--- src/rtl/fft_seq_pkg.sv ---
// Shared types and bus constants for the FFT scan sequencer.
// Bus widths match the global RD/WR/Addr/Data bus of the butterfly array.
package fft_seq_pkg;

    localparam int unsigned GlobalAddrWidth = 15;
    localparam int unsigned GlobalDataWidth = 32;

    localparam logic [GlobalAddrWidth-1:0] BusAddrIdle = '0;
    localparam logic [GlobalDataWidth-1:0] BusDataIdle = '0;

    typedef enum logic [2:0] {
        StIdle,
        StLoad,
        StArm,
        StPoll,
        StUnload,
        StDone
    } seq_state_e;

endpackage

--- src/rtl/fft_seq_word_cnt.sv ---
// Scan word counter shared by the load and unload phases.
// Saturates at MaxCount; hit is an exact compare against MaxCount.
module fft_seq_word_cnt #(
    parameter int unsigned MaxCount = 8
) (
    input  logic clk_i,
    input  logic rst_i,
    input  logic clr_i,
    input  logic inc_i,
    output logic hit_o
);

    localparam int unsigned Width = $clog2(MaxCount) + 1;

    logic [Width-1:0] cnt_q;
    logic [Width-1:0] cnt_d;

    assign hit_o = (cnt_q == Width'(MaxCount));

    always_comb begin
        cnt_d = cnt_q;
        if (clr_i) begin
            cnt_d = '0;
        end else if (inc_i && !hit_o) begin
            cnt_d = cnt_q + 1'b1;
        end
    end

    always_ff @(posedge clk_i) begin
        if (rst_i) begin
            cnt_q <= '0;
        end else begin
            cnt_q <= cnt_d;
        end
    end

endmodule

--- src/rtl/fft_scan_sequencer.sv ---
// Bus master that scan-loads the FFT array, runs it for a programmed count,
// polls for completion and scan-unloads the results to a host stream.
module fft_scan_sequencer
    import fft_seq_pkg::*;
#(
    parameter int unsigned SIZE     = 2,
    parameter int unsigned IDWIDTH  = 1,
    parameter int unsigned SCAN_LEN = 8,
    parameter int unsigned CTRL_ID  = 0,
    parameter int unsigned SCAN_ID  = 1
) (
    input  logic                       Clk,
    input  logic                       Reset,
    input  logic                       start,
    input  logic [GlobalDataWidth-1:0] run_cycles,
    output logic                       busy,
    output logic                       done,
    input  logic                       in_valid,
    input  logic [SIZE-1:0]            in_data,
    output logic                       in_ready,
    output logic                       out_valid,
    output logic [SIZE-1:0]            out_data,
    input  logic                       out_ready,
    output logic                       BusRD,
    output logic                       BusWR,
    output logic [GlobalAddrWidth-1:0] BusAddr,
    output logic [GlobalDataWidth-1:0] BusDataOut,
    input  logic [GlobalDataWidth-1:0] BusDataIn
);

    localparam logic [IDWIDTH-1:0] CtrlId = IDWIDTH'(CTRL_ID);
    localparam logic [IDWIDTH-1:0] ScanId = IDWIDTH'(SCAN_ID);
    localparam logic [GlobalAddrWidth-1:0] CtrlAddr = GlobalAddrWidth'(CtrlId);
    localparam logic [GlobalAddrWidth-1:0] ScanAddr = GlobalAddrWidth'(ScanId);

    seq_state_e                 state_q, state_d;
    logic [GlobalDataWidth-1:0] run_q, run_d;
    logic                       bus_rd_q, bus_rd_d;
    logic                       bus_wr_q, bus_wr_d;
    logic [GlobalAddrWidth-1:0] bus_addr_q, bus_addr_d;
    logic [GlobalDataWidth-1:0] bus_dout_q, bus_dout_d;
    logic                       out_valid_q, out_valid_d;
    logic [SIZE-1:0]            out_data_q, out_data_d;
    logic                       cnt_clr, cnt_inc, cnt_hit;

    fft_seq_word_cnt #(
        .MaxCount(SCAN_LEN)
    ) u_word_cnt (
        .clk_i(Clk),
        .rst_i(Reset),
        .clr_i(cnt_clr),
        .inc_i(cnt_inc),
        .hit_o(cnt_hit)
    );

    assign busy       = (state_q != StIdle) && (state_q != StDone);
    assign done       = (state_q == StDone);
    assign in_ready   = (state_q == StLoad) && !cnt_hit;
    assign out_valid  = out_valid_q;
    assign out_data   = out_data_q;
    assign BusRD      = bus_rd_q;
    assign BusWR      = bus_wr_q;
    assign BusAddr    = bus_addr_q;
    assign BusDataOut = bus_dout_q;

    always_comb begin
        state_d     = state_q;
        run_d       = run_q;
        bus_rd_d    = 1'b0;
        bus_wr_d    = 1'b0;
        bus_addr_d  = BusAddrIdle;
        bus_dout_d  = BusDataIdle;
        out_valid_d = out_valid_q;
        out_data_d  = out_data_q;
        cnt_clr     = 1'b0;
        cnt_inc     = 1'b0;

        unique case (state_q)
            StIdle: begin
                if (start) begin
                    state_d = StLoad;
                    run_d   = run_cycles;
                    cnt_clr = 1'b1;
                end
            end
            StLoad: begin
                if (cnt_hit) begin
                    state_d = StArm;
                end else if (in_valid) begin
                    bus_wr_d   = 1'b1;
                    bus_addr_d = ScanAddr;
                    bus_dout_d = GlobalDataWidth'(in_data);
                    cnt_inc    = 1'b1;
                end
            end
            StArm: begin
                // Counter is idle until UNLOAD, so clearing here covers both exits.
                cnt_clr = 1'b1;
                if (run_q == '0) begin
                    state_d = StUnload;
                end else begin
                    bus_wr_d   = 1'b1;
                    bus_addr_d = CtrlAddr;
                    bus_dout_d = run_q;
                    state_d    = StPoll;
                end
            end
            StPoll: begin
                // Stop issuing the moment a zero sample lands so no RD trails into UNLOAD.
                if (bus_rd_q && (BusDataIn == '0)) begin
                    state_d = StUnload;
                end else begin
                    bus_rd_d   = 1'b1;
                    bus_addr_d = CtrlAddr;
                end
            end
            StUnload: begin
                if (bus_rd_q) begin
                    out_data_d  = BusDataIn[SIZE-1:0];
                    out_valid_d = 1'b1;
                end
                if (out_valid_q && out_ready) begin
                    out_valid_d = 1'b0;
                    cnt_inc     = 1'b1;
                end
                if (cnt_hit) begin
                    state_d = StDone;
                end else if (!out_valid_q && !bus_rd_q) begin
                    bus_rd_d   = 1'b1;
                    bus_addr_d = ScanAddr;
                end
            end
            StDone: begin
                state_d = StIdle;
            end
            default: begin
                state_d = StIdle;
            end
        endcase
    end

    always_ff @(posedge Clk) begin
        if (Reset) begin
            state_q     <= StIdle;
            run_q       <= '0;
            bus_rd_q    <= 1'b0;
            bus_wr_q    <= 1'b0;
            bus_addr_q  <= BusAddrIdle;
            bus_dout_q  <= BusDataIdle;
            out_valid_q <= 1'b0;
            out_data_q  <= '0;
        end else begin
            state_q     <= state_d;
            run_q       <= run_d;
            bus_rd_q    <= bus_rd_d;
            bus_wr_q    <= bus_wr_d;
            bus_addr_q  <= bus_addr_d;
            bus_dout_q  <= bus_dout_d;
            out_valid_q <= out_valid_d;
            out_data_q  <= out_data_d;
        end
    end

endmodule

--- config.mk ---
export PLATFORM = sky130hd
export DESIGN_NAME = fft_scan_sequencer
export DESIGN_NICKNAME = d
export VERILOG_FILES = /design/src/rtl/fft_seq_pkg.sv /design/src/rtl/fft_seq_word_cnt.sv /design/src/rtl/fft_scan_sequencer.sv
export SDC_FILE = /design/constraint.sdc
export NUM_CORES = 1
export LEC_CHECK = 0
export BUFFER_PORTS_ARGS = -buffer_cell sky130_fd_sc_hd__buf_2
export CORE_MARGIN = 5
export CORE_UTILIZATION = 43
export DETAILED_ROUTE_END_ITERATION = 12
export PLACE_DENSITY = 0.82
export SKIP_LAST_GASP = 1
export SYNTH_ARGS = -nofsm -noshare
export SYNTH_HDL_FRONTEND = slang
export SYNTH_HIERARCHICAL = 1
export SYNTH_SLANG_ARGS = --single-unit
--- constraint.sdc ---
create_clock -name Clk -period 1.8 [get_ports Clk]
set_clock_uncertainty 0.1 [all_clocks]
set_input_delay 0.18 -clock Clk [delete_from_list [all_inputs] [get_ports Clk]]
set_output_delay 0.18 -clock Clk [all_outputs]
set_load 0.005 [all_outputs]
==> reports/metrics.cfg, run 1 <==
[floorplan]
ios=126
core_mm2=0.00676
die_h_um=93.1
core.rowCount=30
start_util=0.440
die-area_mm2=0.00867
fp.dieW_um=93.1

[detailed_routing]
routed_via_density=4.92
drt_iter0_drc=204
wl_per_cell_um=13.5
drtPass1Iterations=4
num_vias=2862
drc=0
ant_nets=0
drt-total-wl_um=7830

[yosys]
synth_top_family_by_area=simple AND/OR/NAND/NOR gates
synth_xor_area_frac=0.00884
yosys-top-cells-count=nand2_1 (79), dfxtp_1 (77), a21oi_1 (39), and2_1 (32), buf_4 (15)
synth_ff_type=dfxtp_1
ys_seq_elements=77
synth_area_leaders=dfxtp_1 (52%), nand2_1 (10%), and2_1 (6.7%), a21oi_1 (6.6%), buf_4 (3.8%)
synth_mux_area_frac=0.00674
async_reset_ff_frac=0
synth-compound-area-share=0.109
synth_edf_count=0
synthAdderAreaFrac=0.00842
yosysSeqAreaShare=0.519
synth_top_area_frac=0.519
syn-cell-area_mm2=0.00297
yosysMostFrequentCell=nand2_1
syn_inst=339
syn_avg_cell_area_um2=8.77
synth_simple_gate_area_frac=0.277
netlist.top_cell.by_area=dfxtp_1
yosysWarnings=6
ys_types=42

[place]
portBuffers=111
place.gp.congestion=0.843
place_hpwl_um=5370
placedCellCount=526
pre_cts_slack_ps=-60.2

[clocking]
cts_buffer_depth=2
h-tree-depth=3
clockRootBuffer=clkbuf_8
cts_tree=yes
cts_buffers=9
clk_latency_ps=350
cts_sinks=77
clk_pin_slew_ps=80

[worst_setup_path]
ff2ff_path_depth=6
cp_cell_sequence=nor4_2, nand4_1, o21ai_2, nor2_1, buf_12, and2_1
slowest_delay_ps=340
cp.required_ps=1940
critPathArrivalTime_ps=1870
path_class=flip-flop to flip-flop
path_buf_inv=1
crit_slowest_cell=dfxtp_1
rr_startpoint=run_q[17]$_SDFFE_PP0P_
worstPathMaxFanout=30
crit_family=simple AND/OR/NAND/NOR gates
cp-start-kind=flip-flop
reg2reg_setup_slack_ps=70
r2r-end=BusDataOut[25]$_SDFF_PP0_
end_kind=flip-flop

[power_and_ir_drop]
p_total_uw=5030
p_per_area_mw_per_mm2=1180
power.leakage_uw=0.00192
ir_drop_mv=0.660

[timing]
finalSetupViolCount=0
finalSetupTns_ps=0
fmax_mhz=579
period_share=0.960
drv_slew=0
fin_crit_ps=1730
setup_ws_ps=72.5
final_hold_viol_count=0

[global_routing]
grt_pass1_wl_um=12300
grt_max_degree=33
grt_overflow_total=0
antenna_found_initial=0
grt_usage=0.177
grt_pass1_vias=2852

[final_layout]
nets=570
utilization=0.631
num-fill-cells=565
area_growth_pct=43.6
layout-drive-gt1-share=0.339
instances_no_fill=582

[min_path]
whs_path_depth=3
min_to=out_data[0]$_SDFFE_PP0P_
hp-class=input pin to flip-flop
min_from=BusDataIn[0]

[status]
outcome=complete, no violations

[job]
maxCapViolCount=0

[worst min-delay path: cells and delay by family]
family,cells,cell delay [ps]
AO/OA/AOI/OAI,1,60
buffers and inverters,1,100
AND/OR/NAND/NOR,1,60
[registers in the layout (all words and copies together), names as in the netlist]
signal,flops
out_data,2
BusWR,1
out_valid,1
run_q,32
u_word_cnt/cnt_q,4
BusAddr,1
BusDataOut,32
state_q,3
BusRD,1
[stage by stage]
stage,area [µm²],hold WS (ps)
2_1_floorplan,3030,157
3_3_place_gp,3620,322
3_5_place_dp,3620,328
4_1_cts,4190,0.703
5_1_grt,4260,12.8
6_report,4270,8.69
[report_power, final]
group,switching (µW),total [µW],internal [µW]
combinational,933,1710,778
clock,606,1240,632
sequential,156,2080,1930
total,1690,5030,3330
[layout by cell type (no fill, tap or decap), types with 3 or more instances in the layout]
master	n
dfxtp_1	75
nor2_2	3
or3_1	3
dlygate4sd3_1	35
nor4_2	4
clkbuf_8	9
buf_4	19
a21oi_1	39
conb_1	14
inv_1	3
nor2_1	7
and2_1	32
nand2_1	78
nor4_1	9
nand3_1	6
nand4_1	4
buf_2	111
[cell families after synthesis]
| family | Yosys count |
|---|---|
| flops | 77 |
| mux | 2 |
| simple gates | 161 |
| compound gates | 55 |
| xor+xnor | 3 |
| other cells | 1 |
| fa+ha+maj | 2 |
| buf+inv | 38 |
[metal layers]
| metal | GRT usage | share of wire | vias up |
|---|---|---|---|
| met5 | 0 | 0 | - |
| met4 | 0.0574 | 0.013 | 0 |
| met3 | 0.0603 | 0.085 | 10 |
| met2 | 0.319 | 0.50 | 126 |
| met1 | 0.195 | 0.40 | 1312 |
| li1 | - | - | 1414 |
[layout make-up]
class                      count  area, µm²  share of cell area
tap                           80        100              0.0235
antenna                        1       2.50            0.000587
clock inverter                 4       50.0              0.0117
multi-input combinational    237       1340               0.315
inverter                       6       27.5             0.00645
timing repair buffer         166       1070               0.250
sequential                    77       1540               0.362
clock buffer                  11        131              0.0308
[worst max path at each step]
stage                                     start                               end  cells after the start
2_1_floorplan           state_q[0]$_SDFFE_PP0P_  u_word_cnt/cnt_q[2]$_SDFFE_PP0P_                      8
3_3_place_gp             run_q[17]$_SDFFE_PP0P_         BusDataOut[25]$_SDFF_PP0_                      6
3_5_place_dp   u_word_cnt/cnt_q[1]$_SDFFE_PP0P_           state_q[2]$_SDFFE_PP0P_                      9
4_1_cts                  run_q[25]$_SDFFE_PP0P_         BusDataOut[25]$_SDFF_PP0_                      6
5_1_grt                  run_q[17]$_SDFFE_PP0P_         BusDataOut[31]$_SDFF_PP0_                      6
6_report                 run_q[17]$_SDFFE_PP0P_         BusDataOut[25]$_SDFF_PP0_                      6
[timing repair]
action	CTS	global route
gates cloned	0	0
hold buffers	35	0
gates resized for setup	6	13
hold endpoints to repair	35	0
pin swaps	1	7
setup endpoints to repair	3	36
buffers inserted	4	1
No activity file was read; power rests on OpenSTA's default activity.
==> inputs of run 2 (changes only) <==
CORE_MARGIN = 2   (was 5)
CORE_UTILIZATION = 47   (was 43)
PLACE_DENSITY = 0.85   (was 0.82)
clock period = 1.7 ns   (was 1.8 ns; I/O delays follow)
==> run 2 against run 1 <==
Combinational power up 26%. Final area up 7.5%. Register-to-register slack worse by 60 ps. Via count up 3.4%. Count of clock-buffer cells in the layout down 2.
==> reports/metrics.cfg, run 2 (synthesized netlist as in run 1, its figures left out) <==
[status]
outcome=complete, no violations  ; unchanged

[floorplan]
core.rowCount=28  ; was 30
start_util=0.493  ; was 0.440
ios=126  ; unchanged
fp.dieW_um=83.5  ; was 93.1 µm
die-area_mm2=0.00697  ; was 0.00867 mm²
core_mm2=0.00603  ; was 0.00676 mm²
die_h_um=83.5  ; was 93.1 µm

[place]
portBuffers=111  ; unchanged
place_hpwl_um=5080  ; was 5370 µm
pre_cts_slack_ps=-74.1  ; was -60.2 ps
place.gp.congestion=0.893  ; was 0.843
dpl_cell_area_mm2=0.00370  ; was 0.00362 mm²

[clocking]
h-tree-depth=3  ; unchanged
cts_sinks=77  ; unchanged
cts_buffer_depth=2  ; unchanged
clk_pin_slew_ps=80  ; about the same
cts_tree=yes  ; unchanged
clk_latency_ps=350  ; about the same
clockRootBuffer=clkbuf_8  ; unchanged
cts_buffers=9  ; unchanged

[power_and_ir_drop]
power.leakage_uw=0.00206  ; was 0.00192 µW
ir_drop_mv=0.814  ; was 0.660 mV
p_per_area_mw_per_mm2=1370  ; was 1180 mW/mm²

[detailed_routing]
drtPass1Iterations=5  ; was 4
drt_iter0_drc=143  ; was 204
wl_per_cell_um=14.2  ; was 13.5 µm
routed_via_density=5.04  ; was 4.92
drc=0  ; unchanged
drt-total-wl_um=8320  ; was 7830 µm
ant_nets=0  ; unchanged
num_vias=2960  ; was 2862

[timing]
rsz0062_at_grt=yes
finalSetupTns_ps=0  ; unchanged
period_share=0.994  ; was 0.960
hold_ws_ps=28.6  ; was 8.69 ps
finalSetupViolCount=0  ; unchanged
fmax_mhz=592  ; was 579 MHz
fin_crit_ps=1690  ; was 1730 ps
drv_slew=0  ; unchanged
setup_ws_ps=10.9  ; was 72.5 ps
final_hold_viol_count=0  ; unchanged

[worst_setup_path]
path_buf_inv=1  ; unchanged
r2r-end=BusDataOut[26]$_SDFF_PP0_  ; was BusDataOut[25]$_SDFF_PP0_
cp-start-kind=flip-flop  ; unchanged
critPathArrivalTime_ps=1840  ; was 1870 ps
reg2reg_setup_slack_ps=10  ; was 70 ps
crit_family=simple AND/OR/NAND/NOR gates  ; unchanged
cp.required_ps=1850  ; was 1940 ps
path_class=flip-flop to flip-flop  ; unchanged
ff2ff_path_depth=6  ; unchanged
cp_cell_sequence=nor4_4, nand4_1, o21ai_2, nor2_4, clkbuf_16, and2_4  ; was nor4_2, nand4_1, o21ai_2, nor2_1, buf_12, and2_1
cp-startpoint=run_q[20]$_SDFFE_PP0P_  ; was run_q[17]$_SDFFE_PP0P_
rr_startpoint=run_q[20]$_SDFFE_PP0P_  ; was run_q[17]$_SDFFE_PP0P_
end_kind=flip-flop  ; unchanged
worstPathMaxFanout=8  ; was 30
slowest_delay_ps=350  ; was 340 ps
crit_slowest_cell=dfxtp_2  ; was dfxtp_1

[global_routing]
grt_pass1_vias=2813  ; was 2852
grt_max_degree=33  ; unchanged
grt_pass1_wl_um=12300  ; about the same
grt_usage=0.218  ; was 0.177
grt_overflow_total=0  ; unchanged
antenna_found_initial=0  ; unchanged

[final_layout]
final_common_cell=buf_2  ; unchanged
nets=579  ; was 570
fin_area_mm2=0.00459  ; was 0.00427 mm²
layout-drive-gt1-share=0.407  ; was 0.339
area_growth_pct=54.3  ; was 43.6%
final_cell_mix=buf_2 (110), nand2_1 (76), dfxtp_1 (67)  ; was buf_2 (111), nand2_1 (78), dfxtp_1 (75)

[min_path]
min_from=out_ready  ; was BusDataIn[0]
min_to=out_valid$_SDFFE_PP0P_  ; was out_data[0]$_SDFFE_PP0P_
hp-class=input pin to flip-flop  ; unchanged
whs_path_depth=4  ; was 3

[job]
maxCapViolCount=0  ; unchanged

## run 2: changes by cell type in the layout (fill, tap and decap cells not counted), moves of 3 or more
cell / delta
and2_1: -12
and2_4: +12
buf_6: +5
bufinv_16: +3
dfxtp_1: -8
dfxtp_2: +6
## run 2: layout make-up
class,instances,area (µm²)
Clock buffer,9,124
Fill cell,387,1440
Antenna cell,1,2.50
Clock inverter,7,145
Sequential cell,77,1560
Timing Repair Buffer,175,1190
Tap cell,75,93.8
Inverter,6,25.0
Multi-Input combinational cell,237,1450
## run 2: worst max path at each step
| stage | end | slack (ps) | cells after the start |
|---|---|---|---|
| after floorplan | u_word_cnt/cnt_q[2]$_SDFFE_PP0P_ | -80 | 8 |
| after global placement | state_q[1]$_SDFFE_PP0P_ | -30 | 5 |
| after detailed placement | state_q[2]$_SDFFE_PP0P_ | -70 | 9 |
| after CTS | BusAddr[0]$_SDFF_PP0_ | -20 | 5 |
| after global routing | BusDataOut[6]$_SDFF_PP0_ | -70 | 6 |
| final | BusDataOut[26]$_SDFF_PP0_ | 10 | 6 |
## run 2: what timing repair did
action | in CTS | in global routing
endpoints found under the hold margin | 36 | 0
hold buffers | 36 | 0
resized for setup | 10 | 47
buffers inserted | 1 | 1
cloned | 0 | 2
pin swaps | 2 | 12
setup endpoints to repair | 36 | 72
## run 2: per-stage QoR
step,cells,power [µW],util
after global placement,530,3930,0.614
after CTS,583,5930,0.725
after floorplan,352,3290,-
after global routing,586,6580,0.761
final,587,6270,0.761
after detailed placement,530,3980,0.614
## run 2: worst register-to-register path, stage by stage (launching register included)
cell and delay [ps]:
dfxtp_2 350, nor4_4 290, nand4_1 190, o21ai_2 240
nor2_4 80, clkbuf_16 180, and2_4 150
## run 2: per-layer routing
metal  vias up  wire length [µm]  global-route usage
li1       1442                 -                   -
met1      1355              3220               0.242
met2       141              4280               0.391
met3        22               630              0.0514
met4         0               189               0.106
met5         -                 0                   0
## run 2: power breakdown
part           switching [µW]  internal, µW
Clock                     711          1130
Combinational            1080          1070
Sequential                216          2060
Total                    2010          4260
==> inputs of run 3 (changes only) <==
clock period = 1.9 ns   (was 1.7 ns; I/O delays follow)
==> run 3 against run 2 <==
Worst setup slack better by 86 ps. Maximum frequency down 6.3%. Cell count down 3.2%. Core utilization down 7.6 points. Via count down 2.9%. Sequential power down 14%. Total power down 27%. Largest cell class unchanged. Largest power group unchanged.
==> reports/metrics.cfg, run 3 (synthesized netlist as in run 1, its figures left out) <==
[status]
outcome=complete, no violations  ; unchanged

[global_routing]
antenna_found_initial=0  ; unchanged
grt_max_degree=33  ; unchanged
grt_pass1_vias=2723  ; was 2813
grt_pass1_wl_um=12200  ; was 12300 µm
grt_overflow_total=0  ; unchanged
grt_usage=0.217  ; was 0.218

[detailed_routing]
num_vias=2875  ; was 2960
wl_per_cell_um=13.5  ; was 14.2 µm
drc=0  ; unchanged
drt-total-wl_um=7680  ; was 8320 µm
routed_via_density=5.06  ; was 5.04
drt_iter0_drc=114  ; was 143
ant_nets=0  ; unchanged
drtPass1Iterations=4  ; was 5

[worst_setup_path]
cp_cell_sequence=or3b_4, nor2_4, nand2_1, nand2_2, nand2_1, or3_1, a21boi_2  ; was nor4_4, nand4_1, o21ai_2, nor2_4, clkbuf_16, and2_4
critPathArrivalTime_ps=1980  ; was 1840 ps
rr_startpoint=state_q[0]$_SDFFE_PP0P_  ; was run_q[20]$_SDFFE_PP0P_
worstPathMaxFanout=5  ; was 8
slowest_delay_ps=420  ; was 350 ps
cp-start-kind=flip-flop  ; unchanged
path_buf_inv=0  ; was 1
ff2ff_path_depth=7  ; was 6
path_common_cell=nand2_1
cp-startpoint=state_q[0]$_SDFFE_PP0P_  ; was run_q[20]$_SDFFE_PP0P_
crit_family=simple AND/OR/NAND/NOR gates  ; unchanged
endpoint=u_word_cnt/cnt_q[2]$_SDFFE_PP0P_  ; was BusDataOut[26]$_SDFF_PP0_
crit_cells=7  ; was 6
crit_slowest_cell=or3b_4  ; was dfxtp_2
path_class=flip-flop to flip-flop  ; unchanged
reg2reg_setup_slack_ps=100  ; was 10 ps
cp.required_ps=2080  ; was 1850 ps
end_kind=flip-flop  ; unchanged
r2r-end=u_word_cnt/cnt_q[2]$_SDFFE_PP0P_  ; was BusDataOut[26]$_SDFF_PP0_

[final_layout]
final_common_cell=buf_2  ; unchanged
num-fill-cells=490  ; was 387
layout-drive-gt1-share=0.320  ; was 0.407
utilization=0.685  ; was 0.761
area_growth_pct=38.9  ; was 54.3%
n_antenna_cell=0  ; was 1
final_cell_mix=buf_2 (111), nand2_1 (78), dfxtp_1 (75)  ; was buf_2 (110), nand2_1 (76), dfxtp_1 (67)
nets=562  ; was 579

[clocking]
cts_buffer_depth=2  ; unchanged
clk_pin_slew_ps=80  ; about the same
clockRootBuffer=clkbuf_8  ; unchanged
h-tree-depth=3  ; unchanged
cts_buffers=9  ; unchanged
cts_sinks=77  ; unchanged
clk_latency_ps=340  ; was 350 ps
cts_tree=yes  ; unchanged

[timing]
final_hold_viol_count=0  ; unchanged
drv_slew=0  ; unchanged
finalSetupViolCount=0  ; unchanged
fin_crit_ps=1800  ; was 1690 ps
hold_ws_ps=13.3  ; was 28.6 ps
fmax_mhz=555  ; was 592 MHz
period_share=0.949  ; was 0.994
finalSetupTns_ps=0  ; unchanged

[place]
place_hpwl_um=5160  ; was 5080 µm
place.gp.congestion=0.794  ; was 0.893
portBuffers=111  ; unchanged

[floorplan]
die-area_mm2=0.00697  ; unchanged
core_mm2=0.00603  ; unchanged
start_util=0.493  ; unchanged
die_h_um=83.5  ; unchanged
ios=126  ; unchanged
fp.dieW_um=83.5  ; unchanged
core.rowCount=28  ; unchanged

[job]
maxCapViolCount=0  ; unchanged

[power_and_ir_drop]
power.leakage_uw=0.00186  ; was 0.00206 µW
p_total_uw=4550  ; was 6270 µW
ir_drop_mv=0.576  ; was 0.814 mV
p_per_area_mw_per_mm2=1100  ; was 1370 mW/mm²

[min_path]
hp-class=input pin to flip-flop  ; unchanged

run 3: changes by cell type in the layout (fill, tap and decap cells not counted), sizes merged:
cell / change
buf: -13
clkinvlp: +2
clkinv: +2
inv: -1
dlygate4sd3: -3
clkbuf: -1
bufinv: -4
diode: -1
run 3: area by class of cell:
class	count	area, µm²	share of cell area
sequential	77	1540	0.374
multi-input combinational	237	1290	0.313
timing repair buffer	158	1000	0.243
clock buffer	9	124	0.0300
tap	75	93.8	0.0227
clock inverter	6	41.3	0.0100
inverter	6	27.5	0.00667
run 3: repair_timing:
| action | 4_1_cts | 5_1_grt |
|---|---|---|
| cloned | 0 | 0 |
| endpoints found under the setup margin | 1 | 10 |
| pin swaps | 0 | 2 |
| gates resized for setup | 1 | 10 |
| hold endpoints to repair | 33 | 0 |
| hold buffers | 33 | 0 |
| buffers inserted | 0 | 2 |
run 3: per-layer routing:
layer / global-route usage / vias up / routed length [µm]
met4: 0.0748 / 0 / 125
met3: 0.0663 / 13 / 600
met2: 0.387 / 144 / 3890
li1: - / 1406 / -
met5: 0 / - / 0
met1: 0.246 / 1312 / 3060
run 3: worst min path at each step:
stage / startpoint / to / slack (ps) / cells after the start
finish: run_cycles[7] / run_q[7]$_SDFFE_PP0P_ / 10 / 3
global route: run_cycles[7] / run_q[7]$_SDFFE_PP0P_ / 10 / 3
CTS: run_cycles[7] / run_q[7]$_SDFFE_PP0P_ / 0.2 / 3
global placement: run_cycles[4] / run_q[4]$_SDFFE_PP0P_ / 330 / 3
floorplan: Reset / u_word_cnt/cnt_q[3]$_SDFFE_PP0P_ / 170 / 1
detailed placement: run_cycles[4] / run_q[4]$_SDFFE_PP0P_ / 340 / 3
run 3: tightest hold or removal path: cells and delay by family:
family,cells,cell delay (ps)
buffers and inverters,1,100
and+or+nand+nor,1,60
AOI/OAI and AO/OA,1,60
run 3: metrics by stage:
stage                     instance area (µm²)  setup slack [ps]  std cells
after detailed placement                 3590             -10.1        518
after CTS                                4080              18.4        566
final                                    4130              97.2        568
after global routing                     4130             -19.9        568
after floorplan                          3020              63.2        352
after global placement                   3590               122        518
run 3: power by group:
group	total [µW]	leakage, µW	switching [µW]	internal [µW]
Combinational	1530	0.00116	859	674
Clock	1060	0.0000771	596	463
Sequential	1960	0.000626	134	1820
